--- src/rtl/pwrseq_rail_seq_pkg.sv ---
// Shared state encodings, parameter defaults and index helpers for the rail sequencer.
package pwrseq_rail_seq_pkg;

    localparam int STATE_W = 3;

    localparam logic [2:0] ST_IDLE    = 3'd0;
    localparam logic [2:0] ST_PUP     = 3'd1;
    localparam logic [2:0] ST_STEADY  = 3'd2;
    localparam logic [2:0] ST_PDN     = 3'd3;
    localparam logic [2:0] ST_RETRY   = 3'd4;
    localparam logic [2:0] ST_LOCKOUT = 3'd5;

    localparam int DEF_NUM_RAILS       = 5;
    localparam int DEF_WDT_NBITS       = 10;
    localparam int DEF_PUP_TIMEOUT_VAL = 112;
    localparam int DEF_PDN_DELAY_VAL   = 2;
    localparam int DEF_MAX_RETRY       = 2;

    // Index of the lowest set bit; 0 when the vector is empty.
    function automatic logic [3:0] lowest_set(input logic [15:0] vec);
        lowest_set = 4'd0;
        for (int i = 15; i >= 0; i--) begin
            if (vec[i]) lowest_set = 4'(i);
        end
    endfunction

    // Index of the highest set bit; 0 when the vector is empty.
    function automatic logic [3:0] highest_set(input logic [15:0] vec);
        highest_set = 4'd0;
        for (int i = 0; i < 16; i++) begin
            if (vec[i]) highest_set = 4'(i);
        end
    endfunction

endpackage

--- src/rtl/pwrseq_wdt.sv ---
// Tick-based watchdog: counts seq_tick, saturates at all-ones, flags when the
// count reaches the selected limit on a tick.
module pwrseq_wdt #(
    parameter int WDT_NBITS = 10
) (
    input  logic                 clk,
    input  logic                 reset,
    input  logic                 clr,
    input  logic                 tick,
    input  logic [WDT_NBITS-1:0] limit,
    output logic                 hit
);

    logic [WDT_NBITS-1:0] cnt_q;
    logic [WDT_NBITS-1:0] cnt_d;
    logic [WDT_NBITS-1:0] cnt_inc;

    // NOTE: every combinational output gets a default first, so no path holds a stale value (no latch).
    always_comb begin
        cnt_inc = (cnt_q == '1) ? cnt_q : cnt_q + 1'b1;
        hit     = tick && (cnt_inc == limit);
        cnt_d   = cnt_q;
        if (clr) begin
            cnt_d = '0;
        end else if (tick) begin
            cnt_d = cnt_inc;
        end
    end

    // NOTE: non-blocking assignments make every flop update from the same pre-edge values.
    always_ff @(posedge clk or posedge reset) begin
        if (reset) begin
            cnt_q <= '0;
        end else begin
            cnt_q <= cnt_d;
        end
    end

endmodule

--- src/rtl/pwrseq_rail_seq.sv ---
// Power rail sequencer: enables rails in order, watches pgood, powers down in
// reverse order, retries after faults and locks out after too many.
module pwrseq_rail_seq
    import pwrseq_rail_seq_pkg::*;
#(
    parameter int NUM_RAILS       = DEF_NUM_RAILS,
    parameter int WDT_NBITS       = DEF_WDT_NBITS,
    parameter int PUP_TIMEOUT_VAL = DEF_PUP_TIMEOUT_VAL,
    parameter int PDN_DELAY_VAL   = DEF_PDN_DELAY_VAL,
    parameter int MAX_RETRY       = DEF_MAX_RETRY
) (
    input  logic                 clk,
    input  logic                 reset,
    input  logic                 seq_tick,
    input  logic                 pwr_on_req,
    input  logic                 pwr_off_req,
    input  logic                 fault_clear,
    input  logic [NUM_RAILS-1:0] rail_pgood,
    output logic [NUM_RAILS-1:0] rail_en,
    output logic                 pwrok,
    output logic [STATE_W-1:0]   seq_state,
    output logic [NUM_RAILS-1:0] fault_rail,
    output logic [1:0]           retry_cnt,
    output logic                 lockout
);

    localparam int                   IDX_W       = $clog2(NUM_RAILS);
    localparam logic [IDX_W-1:0]     LAST_IDX    = IDX_W'(NUM_RAILS - 1);
    localparam logic [WDT_NBITS-1:0] PUP_LIMIT   = WDT_NBITS'(PUP_TIMEOUT_VAL);
    localparam logic [WDT_NBITS-1:0] PDN_LIMIT   = WDT_NBITS'(PDN_DELAY_VAL);
    localparam logic [1:0]           RETRY_LIMIT = 2'(MAX_RETRY);

    logic [STATE_W-1:0]   state_q, state_d;
    logic [IDX_W-1:0]     idx_q, idx_d;
    logic [NUM_RAILS-1:0] rail_en_q, rail_en_d;
    logic                 pwrok_q, pwrok_d;
    logic [NUM_RAILS-1:0] fault_rail_q, fault_rail_d;
    logic [1:0]           retry_cnt_q, retry_cnt_d;
    logic                 lockout_q, lockout_d;

    logic                 wdt_clr;
    logic                 wdt_hit;
    logic [WDT_NBITS-1:0] wdt_limit;
    logic [NUM_RAILS-1:0] below_idx;
    logic [NUM_RAILS-1:0] drop_vec;
    logic                 fault_now;
    logic [3:0]           fault_idx;
    logic                 enter_pdn;

    // One timer serves the per-rail power-up timeout and every delay period.
    assign wdt_limit = (state_q == ST_PUP) ? PUP_LIMIT : PDN_LIMIT;

    pwrseq_wdt #(
        .WDT_NBITS(WDT_NBITS)
    ) u_wdt (
        .clk  (clk),
        .reset(reset),
        .clr  (wdt_clr),
        .tick (seq_tick),
        .limit(wdt_limit),
        .hit  (wdt_hit)
    );

    // Fault detection: a pgood drop on an already-good rail beats the timeout.
    always_comb begin
        below_idx = '0;
        for (int i = 0; i < NUM_RAILS; i++) begin
            below_idx[i] = (i < int'(idx_q));
        end
        case (state_q)
            ST_PUP:    drop_vec = below_idx & rail_en_q & ~rail_pgood;
            ST_STEADY: drop_vec = ~rail_pgood;
            default:   drop_vec = '0;
        endcase
        fault_now = 1'b0;
        fault_idx = 4'd0;
        if (drop_vec != '0) begin
            fault_now = 1'b1;
            fault_idx = lowest_set(16'(drop_vec));
        end else if ((state_q == ST_PUP) && wdt_hit) begin
            fault_now = 1'b1;
            fault_idx = 4'(idx_q);
        end
    end

    always_comb begin
        state_d      = state_q;
        idx_d        = idx_q;
        rail_en_d    = rail_en_q;
        fault_rail_d = fault_rail_q;
        retry_cnt_d  = retry_cnt_q;
        wdt_clr      = 1'b0;
        enter_pdn    = 1'b0;

        case (state_q)
            ST_IDLE: begin
                wdt_clr = 1'b1;
                if (pwr_on_req && !pwr_off_req) begin
                    state_d      = ST_PUP;
                    idx_d        = '0;
                    rail_en_d[0] = 1'b1;
                end
            end
            ST_PUP: begin
                if (fault_now || pwr_off_req) begin
                    enter_pdn = 1'b1;
                end else if (rail_pgood[idx_q]) begin
                    if (idx_q == LAST_IDX) begin
                        state_d = ST_STEADY;
                    end else begin
                        idx_d                     = idx_q + 1'b1;
                        rail_en_d[idx_q + 1'b1]   = 1'b1;
                        wdt_clr                   = 1'b1;
                    end
                end
            end
            ST_STEADY: begin
                wdt_clr = 1'b1;
                if (fault_now || pwr_off_req) enter_pdn = 1'b1;
            end
            ST_PDN: begin
                if (wdt_hit) begin
                    wdt_clr = 1'b1;
                    if (rail_en_q != '0) begin
                        rail_en_d[idx_q] = 1'b0;
                        idx_d            = idx_q - 1'b1;
                    end else begin
                        idx_d = '0;
                        if (fault_rail_q == '0) begin
                            state_d     = ST_IDLE;
                            retry_cnt_d = '0;
                        end else if (retry_cnt_q < RETRY_LIMIT) begin
                            state_d     = ST_RETRY;
                            retry_cnt_d = retry_cnt_q + 1'b1;
                        end else begin
                            state_d = ST_LOCKOUT;
                        end
                    end
                end
            end
            ST_RETRY: begin
                if (pwr_off_req) begin
                    state_d = ST_IDLE;
                    wdt_clr = 1'b1;
                end else if (wdt_hit) begin
                    state_d      = ST_PUP;
                    idx_d        = '0;
                    rail_en_d[0] = 1'b1;
                    fault_rail_d = '0;
                    wdt_clr      = 1'b1;
                end
            end
            ST_LOCKOUT: begin
                wdt_clr   = 1'b1;
                rail_en_d = '0;
                if (fault_clear) begin
                    state_d      = ST_IDLE;
                    fault_rail_d = '0;
                    retry_cnt_d  = '0;
                end
            end
            default: begin
                state_d   = ST_IDLE;
                idx_d     = '0;
                rail_en_d = '0;
            end
        endcase

        // Power-down always starts from the highest rail currently enabled.
        if (enter_pdn) begin
            state_d = ST_PDN;
            wdt_clr = 1'b1;
            idx_d   = IDX_W'(highest_set(16'(rail_en_q)));
            if (fault_now && (fault_rail_q == '0)) begin
                fault_rail_d = NUM_RAILS'(1) << fault_idx;
            end
        end

        pwrok_d   = (state_d == ST_STEADY);
        lockout_d = (state_d == ST_LOCKOUT);
    end

    always_ff @(posedge clk or posedge reset) begin
        if (reset) begin
            state_q      <= ST_IDLE;
            idx_q        <= '0;
            rail_en_q    <= '0;
            pwrok_q      <= 1'b0;
            fault_rail_q <= '0;
            retry_cnt_q  <= '0;
            lockout_q    <= 1'b0;
        end else begin
            state_q      <= state_d;
            idx_q        <= idx_d;
            rail_en_q    <= rail_en_d;
            pwrok_q      <= pwrok_d;
            fault_rail_q <= fault_rail_d;
            retry_cnt_q  <= retry_cnt_d;
            lockout_q    <= lockout_d;
        end
    end

    assign rail_en    = rail_en_q;
    assign pwrok      = pwrok_q;
    assign seq_state  = state_q;
    assign fault_rail = fault_rail_q;
    assign retry_cnt  = retry_cnt_q;
    assign lockout    = lockout_q;

endmodule
--- config.mk ---
export PLATFORM = sky130hd
export DESIGN_NAME = pwrseq_rail_seq
export DESIGN_NICKNAME = d
export VERILOG_FILES = /design/src/rtl/pwrseq_rail_seq_pkg.sv /design/src/rtl/pwrseq_wdt.sv /design/src/rtl/pwrseq_rail_seq.sv
export SDC_FILE = /design/constraint.sdc
export NUM_CORES = 1
export LEC_CHECK = 0
export BUFFER_PORTS_ARGS = -buffer_cell sky130_fd_sc_hd__buf_4
export CORE_MARGIN = 3
export CORE_UTILIZATION = 45
export CTS_CLUSTER_SIZE = 28
export DETAILED_ROUTE_END_ITERATION = 10
export MAX_ROUTING_LAYER = met4
export PLACE_DENSITY_LB_ADDON = 0.1
export SKIP_CTS_REPAIR_TIMING = 1
export SLEW_MARGIN = 20
export SYNTH_ARGS = -nofsm -noshare
export SYNTH_HDL_FRONTEND = slang
export SYNTH_HIERARCHICAL = 1
export SYNTH_SLANG_ARGS = --single-unit
--- constraint.sdc ---
create_clock -name clk -period 4.5 [get_ports clk]
set_clock_uncertainty 0.1 [all_clocks]
set_input_delay 0.9 -clock clk [delete_from_list [all_inputs] [get_ports clk]]
set_output_delay 0.9 -clock clk [all_outputs]
set_load 0.05 [all_outputs]
==> impl_metrics.toml, run 1 <==
[timing]
rsz0062_at_grt = "false"
hold_viol = 0
fin_setup_tns_ns = 0
relSlewSlack_pct = 44.3
finalCriticalPeriod_ns = 4.02
worst_slew_pin_slew_ns = 0.835
drv_slew = 0
layout_setup_ws_ns = 0.480
report.final.setup_viol = 0
min_period_over_period_pct = 89.3
max_freq_mhz = 249

[worst_setup_path]
critPathTopFamily = "simple AND/OR/NAND/NOR gates"
crit_top_cell = "nand2_1"
timing.rr.end = "u_wdt/cnt_q[9]"
ff2ff_path_depth = 12
cp.arrival_ns = 4.05
worstReg2RegStart = "u_wdt/cnt_q[0]"
regToRegSetupSlack_ns = 0.48
path_class = "flop to flop"
endpoint_kind = "flop"
cp-start-kind = "flop"
crit_buf_inv = 0
cp_slowest_cell = "or4_1"
cp_data_required_time_ns = 4.53
cp_max_fo = 11
critical_path.max_stage_delay_ns = 0.58
path_cells = "ha_1 > nand3_1 > or3_4 > a221oi_1 > o21ai_0 > nor4b_2 > o21bai_1 > a211oi_4 > nand2_1 > or4_1 > nand2_1 > a311oi_1"

[power]
power.density_nw_per_um2 = 412
p_leak_nw = 1.39
vdd_drop_max_mv = 0.174

[global_route]
antenna_found_initial = 0
grt_pass1_wl_um = 13100
grt_max_degree = 28
grt_use_total_pct = 22.4
grt_pass1_vias = 2609
grt_overflow = 0

[layout]
nets = 402
area_growth_pct = 11.5
drive_gt1_share_pct = 17.3
fill_cells = 587
antennaDiodeCount = 0

[min_path]
min_to = "fault_rail[4]"
hold_path_class = "flop to flop"
hold_start = "fault_rail[4]"
min_path_cells = 2

[detailed_routing]
wl_um = 7930
ant_nets = 0
drt-wirelength-per-cell_um = 17.2
drc = 0
drtIter0Drc = 212
viasPerCell = 6.18
drtPass1Iterations = 5
via_count = 2856

[floorplanning]
num_rows = 28
die_h_um = 86.7
die_x_um = 86.7
core-area_um2 = 6100
dieArea_um2 = 7520
ioPinCount = 28
initial_core_util_pct = 48.1

[cts]
numCtsBuffers = 5
clkSlewWorstSetupHoldPaths_ns = 0.06
cts_tree = "built"
clock_latency_ns = 0.28
cts.path.max_buffers = 2
htree_levels = 2
cts_root_buf = "clkbuf_8"
cts.sinks = 30

[placed_design]
dpl.hpwl_um = 5950
io_buffers = 27
place_congestion = 0.945
place_ws_ns = 0.501

[flow_run]
drv_cap = 0

[logic_synthesis]
synth_seq_cells = 30
syn-cell-area_um2 = 2930
synth-edff-count = 0
synth_cell_types = 82
ys_seq_area_share_pct = 25.6
async_flop_share_pct = 100
ys.flop_type = "dfrtp_1"
yosys_warnings = 6
synthCells = 359
syn_area_per_cell_um2 = 8.17

[run_status]
status = "finished clean"
power breakdown:
group	leakage, nW	internal [mW]	total (mW)	switching, mW
combinational	0.952	0.273	0.715	0.442
clock	0.0482	0.123	0.226	0.102
sequential	0.389	0.312	0.405	0.0935
layout by cell type (no fill, tap or decap), types with 6 or more instances in the layout:
cell	synthesis	layout
a21o_1	9	9
a21oi_1	23	23
a31oi_1	11	11
buf_4	2	31
clkbuf_8	0	6
conb_1	1	12
dfrtp_1	30	30
inv_1	10	10
mux2i_1	11	11
nand2_1	33	33
nand2b_1	7	7
nand3_1	14	14
nor2_1	31	31
nor3_1	10	10
o21ai_0	13	13
xnor2_1	7	7
xor2_1	7	7
final cells by class:
type | instances | area, um^2 | area share, %
Sequential cell | 30 | 751 | 23.0
Clock inverter | 1 | 5.00 | 0.153
Timing Repair Buffer | 31 | 233 | 7.12
Inverter | 13 | 51.3 | 1.57
Multi-Input combinational cell | 305 | 2050 | 62.7
Tap cell | 75 | 93.8 | 2.87
Clock buffer | 7 | 86.3 | 2.64
per-layer routing:
layer | up-vias | GRT usage, % | wire length (um)
met2 | 108 | 30.7 | 3400
met4 | 0 | 4.82 | 36
met5 | - | - | 0
met3 | 4 | 3.71 | 474
li1 | 1379 | - | -
met1 | 1365 | 34.1 | 4020
worst max path at each step:
stage	cells past startpoint	slack [ns]	start	to
2_1_floorplan	15	0.70	seq_state[0]	u_wdt/cnt_q[7]
3_3_place_gp	12	0.52	u_wdt/cnt_q[0]	u_wdt/cnt_q[9]
3_5_place_dp	12	0.50	u_wdt/cnt_q[0]	u_wdt/cnt_q[9]
4_1_cts	12	0.50	u_wdt/cnt_q[0]	u_wdt/cnt_q[9]
5_1_grt	12	0.18	u_wdt/cnt_q[0]	u_wdt/cnt_q[7]
6_report	12	0.48	u_wdt/cnt_q[0]	u_wdt/cnt_q[9]
worst min-delay path: stages (launching register included):
cell and delay, ns:
dfrtp_1 0.37, nand2_1 0.07, o41ai_2 0.05
stage by stage:
| step | hold WS, ns | total power [mW] | cell area, um^2 | cells | util [%] |
|---|---|---|---|---|---|
| final | 0.420 | 1.35 | 3270 | 462 | 53.6 |
| after floorplan | 0.464 | 0.964 | 2970 | 370 | - |
| after CTS | 0.420 | 1.35 | 3270 | 462 | 53.6 |
| after detailed placement | 0.406 | 1.12 | 3180 | 454 | 52.1 |
| after global routing | 0.440 | 1.45 | 3270 | 462 | 53.6 |
| after global placement | 0.397 | 1.12 | 3180 | 454 | 52.1 |
cells by family (layout without fill, tap and decap cells):
| logic type | after synthesis | in the layout | share of synthesized area (%) |
|---|---|---|---|
| other cells | 1 | 12 | 0.128 |
| mux | 17 | 17 | 6.06 |
| xor+xnor | 14 | 14 | 4.18 |
| buf+inv | 35 | 52 | 5.93 |
| flops | 30 | 30 | 25.6 |
| simple gates | 146 | 146 | 27.4 |
| fa+ha+maj | 6 | 6 | 2.52 |
| compound gates | 110 | 110 | 28.2 |
synth_stat cells (6+ instances only):
cell type	n	share of area, %
a21oi_1	23	3.9
nor3_1	10	1.7
nand3_1	14	2.4
inv_1	10	1.3
o21ai_0	13	2.2
a31oi_1	11	2.3
xnor2_1	7	2.1
nand2_1	33	4.2
dfrtp_1	30	26
xor2_1	7	2.1
nor2_1	31	4.0
nand2b_1	7	1.5
clkbuf_1	6	0.77
buf_2	7	1.2
mux2i_1	11	3.8
a21o_1	9	2.3
registers in the layout, summed over array words and instances (netlist names):
signal	count
fault_rail	5
idx_q	3
lockout	1
pwrok	1
rail_en	5
retry_cnt	2
seq_state	3
u_wdt/cnt_q	10
(Power assumes the default switching activity.)
==> run 2, diff against run 1 <==
--- a/config.mk
+++ b/config.mk
@@ -6,10 +6,12 @@
 export NUM_CORES = 1
 export LEC_CHECK = 0
 export BUFFER_PORTS_ARGS = -buffer_cell sky130_fd_sc_hd__buf_4
+export CORE_ASPECT_RATIO = 0.75
 export CORE_MARGIN = 3
 export CORE_UTILIZATION = 45
 export CTS_CLUSTER_SIZE = 28
 export DETAILED_ROUTE_END_ITERATION = 10
+export GPL_TIMING_DRIVEN = 0
 export MAX_ROUTING_LAYER = met4
 export PLACE_DENSITY_LB_ADDON = 0.1
 export SKIP_CTS_REPAIR_TIMING = 1
==> run 2 against run 1 <==
  * Wire length grew 3.3%
  * Utilization grew 2.1 points
  * Power grew 3.0%
  * Hold slack gained 0.0066 ns
==> impl_metrics.toml, run 2 (synthesis gave the netlist of run 1 again) <==
[floorplanning]
dieArea_um2 = 7530
num_rows = 24
core-area_um2 = 6070
die_x_um = 99.2
ioPinCount = 28
die_h_um = 75.9
initial_core_util_pct = 48.3

[worst_setup_path]
path_class = "flop to flop"
regToRegSetupSlack_ns = 0.27
startpoint = "u_wdt/cnt_q[0]"
worstReg2RegStart = "u_wdt/cnt_q[0]"
timing.rr.end = "u_wdt/cnt_q[8]"
ff2ff_path_depth = 15
cp.arrival_ns = 4.26
cp_data_required_time_ns = 4.53
cp_max_fo = 10
cp-start-kind = "flop"
endpoint_kind = "flop"
cp-endpoint = "u_wdt/cnt_q[8]"

[flow_run]
drv_cap = 0

[layout]
antennaDiodeCount = 0
largest_reg_flops = 10
drive_gt1_share_pct = 19.5
top_register = "u_wdt/cnt_q"
mostFrequentLayoutCells = "nand2_1 (33), nor2_1 (31), buf_4 (31)"
mostFrequentLayoutCell = "nand2_1"
nets = 421
area_growth_pct = 15.2

[detailed_routing]
via_count = 2904
viasPerCell = 6.00
drc = 0
drtPass1Iterations = 5
drtIter0Drc = 293
drt-wirelength-per-cell_um = 16.9
ant_nets = 0
wl_um = 8190

[cts]
htree_levels = 2
cts_tree = "built"
clkSlewWorstSetupHoldPaths_ns = 0.06
cts.sinks = 30
cts.path.max_buffers = 2
numCtsBuffers = 5
clock_latency_ns = 0.28
cts_root_buf = "clkbuf_8"

[min_path]
hold_path_class = "flop to flop"

[timing]
relSlewSlack_pct = 45.9
min_period_over_period_pct = 94.0
rsz0062_at_grt = "false"
finalCriticalPeriod_ns = 4.23
report.final.setup_viol = 0
drv_slew = 0
worst_slew_pin_slew_ns = 0.810
holdWs_ns = 0.427
fin_setup_tns_ns = 0
hold_viol = 0
max_freq_mhz = 236

[placed_design]
place_congestion = 0.938
dpl.hpwl_um = 6270
io_buffers = 27

[global_route]
grt_pass1_wl_um = 13500
grt_use_total_pct = 22.6
grt_max_degree = 21
grt_overflow = 0
antenna_found_initial = 0
grt_pass1_vias = 2583

[power]
power.density_nw_per_um2 = 410
p_leak_nw = 1.46
power.total_mw = 1.39
vdd_drop_max_mv = 0.221

[run_status]
status = "finished clean"
-- run 2: cell types whose count changed in the layout (fill, tap and decap cells not counted), sizes merged --
| cell | previous run | this run |
|---|---|---|
| buf | 31 | 43 |
| clkbuf | 7 | 14 |
-- run 2: cell type report --
class                   instances  area [um^2]
clock inverters                 1         5.00
well taps                      78         97.6
inverters                      13         51.3
multi-input cells             305         2050
flip-flops and latches         30          751
fillers                       575         2690
plain buffers                  21          120
repair buffers                 29          218
clock buffers                   7         86.3
-- run 2: worst max-delay path, cell delays in order, from the launching register on --
cell and delay, ns:
dfrtp_1 0.47, ha_1 0.20, buf_6 0.13, nand3_1 0.14, or3_4 0.40, buf_6 0.15, a221oi_1 0.26, o21ai_0 0.14
nor4b_2 0.17, buf_4 0.16, o21bai_1 0.18, a211oi_4 0.37, nand2_1 0.17, or4_1 0.59, nand2_1 0.34, a311oi_1 0.10
-- run 2: per-stage QoR --
stage	util, %	std cells	instance area (um^2)	setup WS, ns
5_1_grt	55.7	484	3380	0.0605
3_3_place_gp	54.0	475	3270	0.237
3_5_place_dp	54.0	475	3270	0.235
4_1_cts	55.5	483	3360	0.194
2_1_floorplan	-	370	2970	0.701
6_report	55.7	484	3380	0.269
-- run 2: power by group --
group / leakage, nW / switching (mW) / internal [mW]
Clock: 0.0482 / 0.108 / 0.123
Combinational: 1.02 / 0.489 / 0.292
Sequential: 0.389 / 0.0611 / 0.313
-- run 2: how the worst min path moves through the flow --
stage / start / to / slack [ns] / depth (start not counted)
after detailed placement: fault_rail[4] / fault_rail[4] / 0.40 / 2
after global placement: fault_rail[1] / fault_rail[1] / 0.41 / 2
after global routing: fault_rail[0] / fault_rail[0] / 0.45 / 2
after floorplan: u_wdt/cnt_q[1] / u_wdt/cnt_q[1] / 0.46 / 2
after CTS: fault_rail[4] / fault_rail[4] / 0.42 / 2
final: fault_rail[4] / fault_rail[4] / 0.43 / 2
-- run 2: metal layers --
| layer | global-route usage (%) | share of wire, % | up-vias | routed length, um |
|---|---|---|---|---|
| li1 | - | - | 1411 | - |
| met1 | 36.6 | 53 | 1366 | 4320 |
| met2 | 29.5 | 40 | 122 | 3240 |
| met3 | 3.39 | 7.2 | 5 | 593 |
| met4 | 3.68 | 0.45 | 0 | 37 |
| met5 | - | 0 | - | 0 |
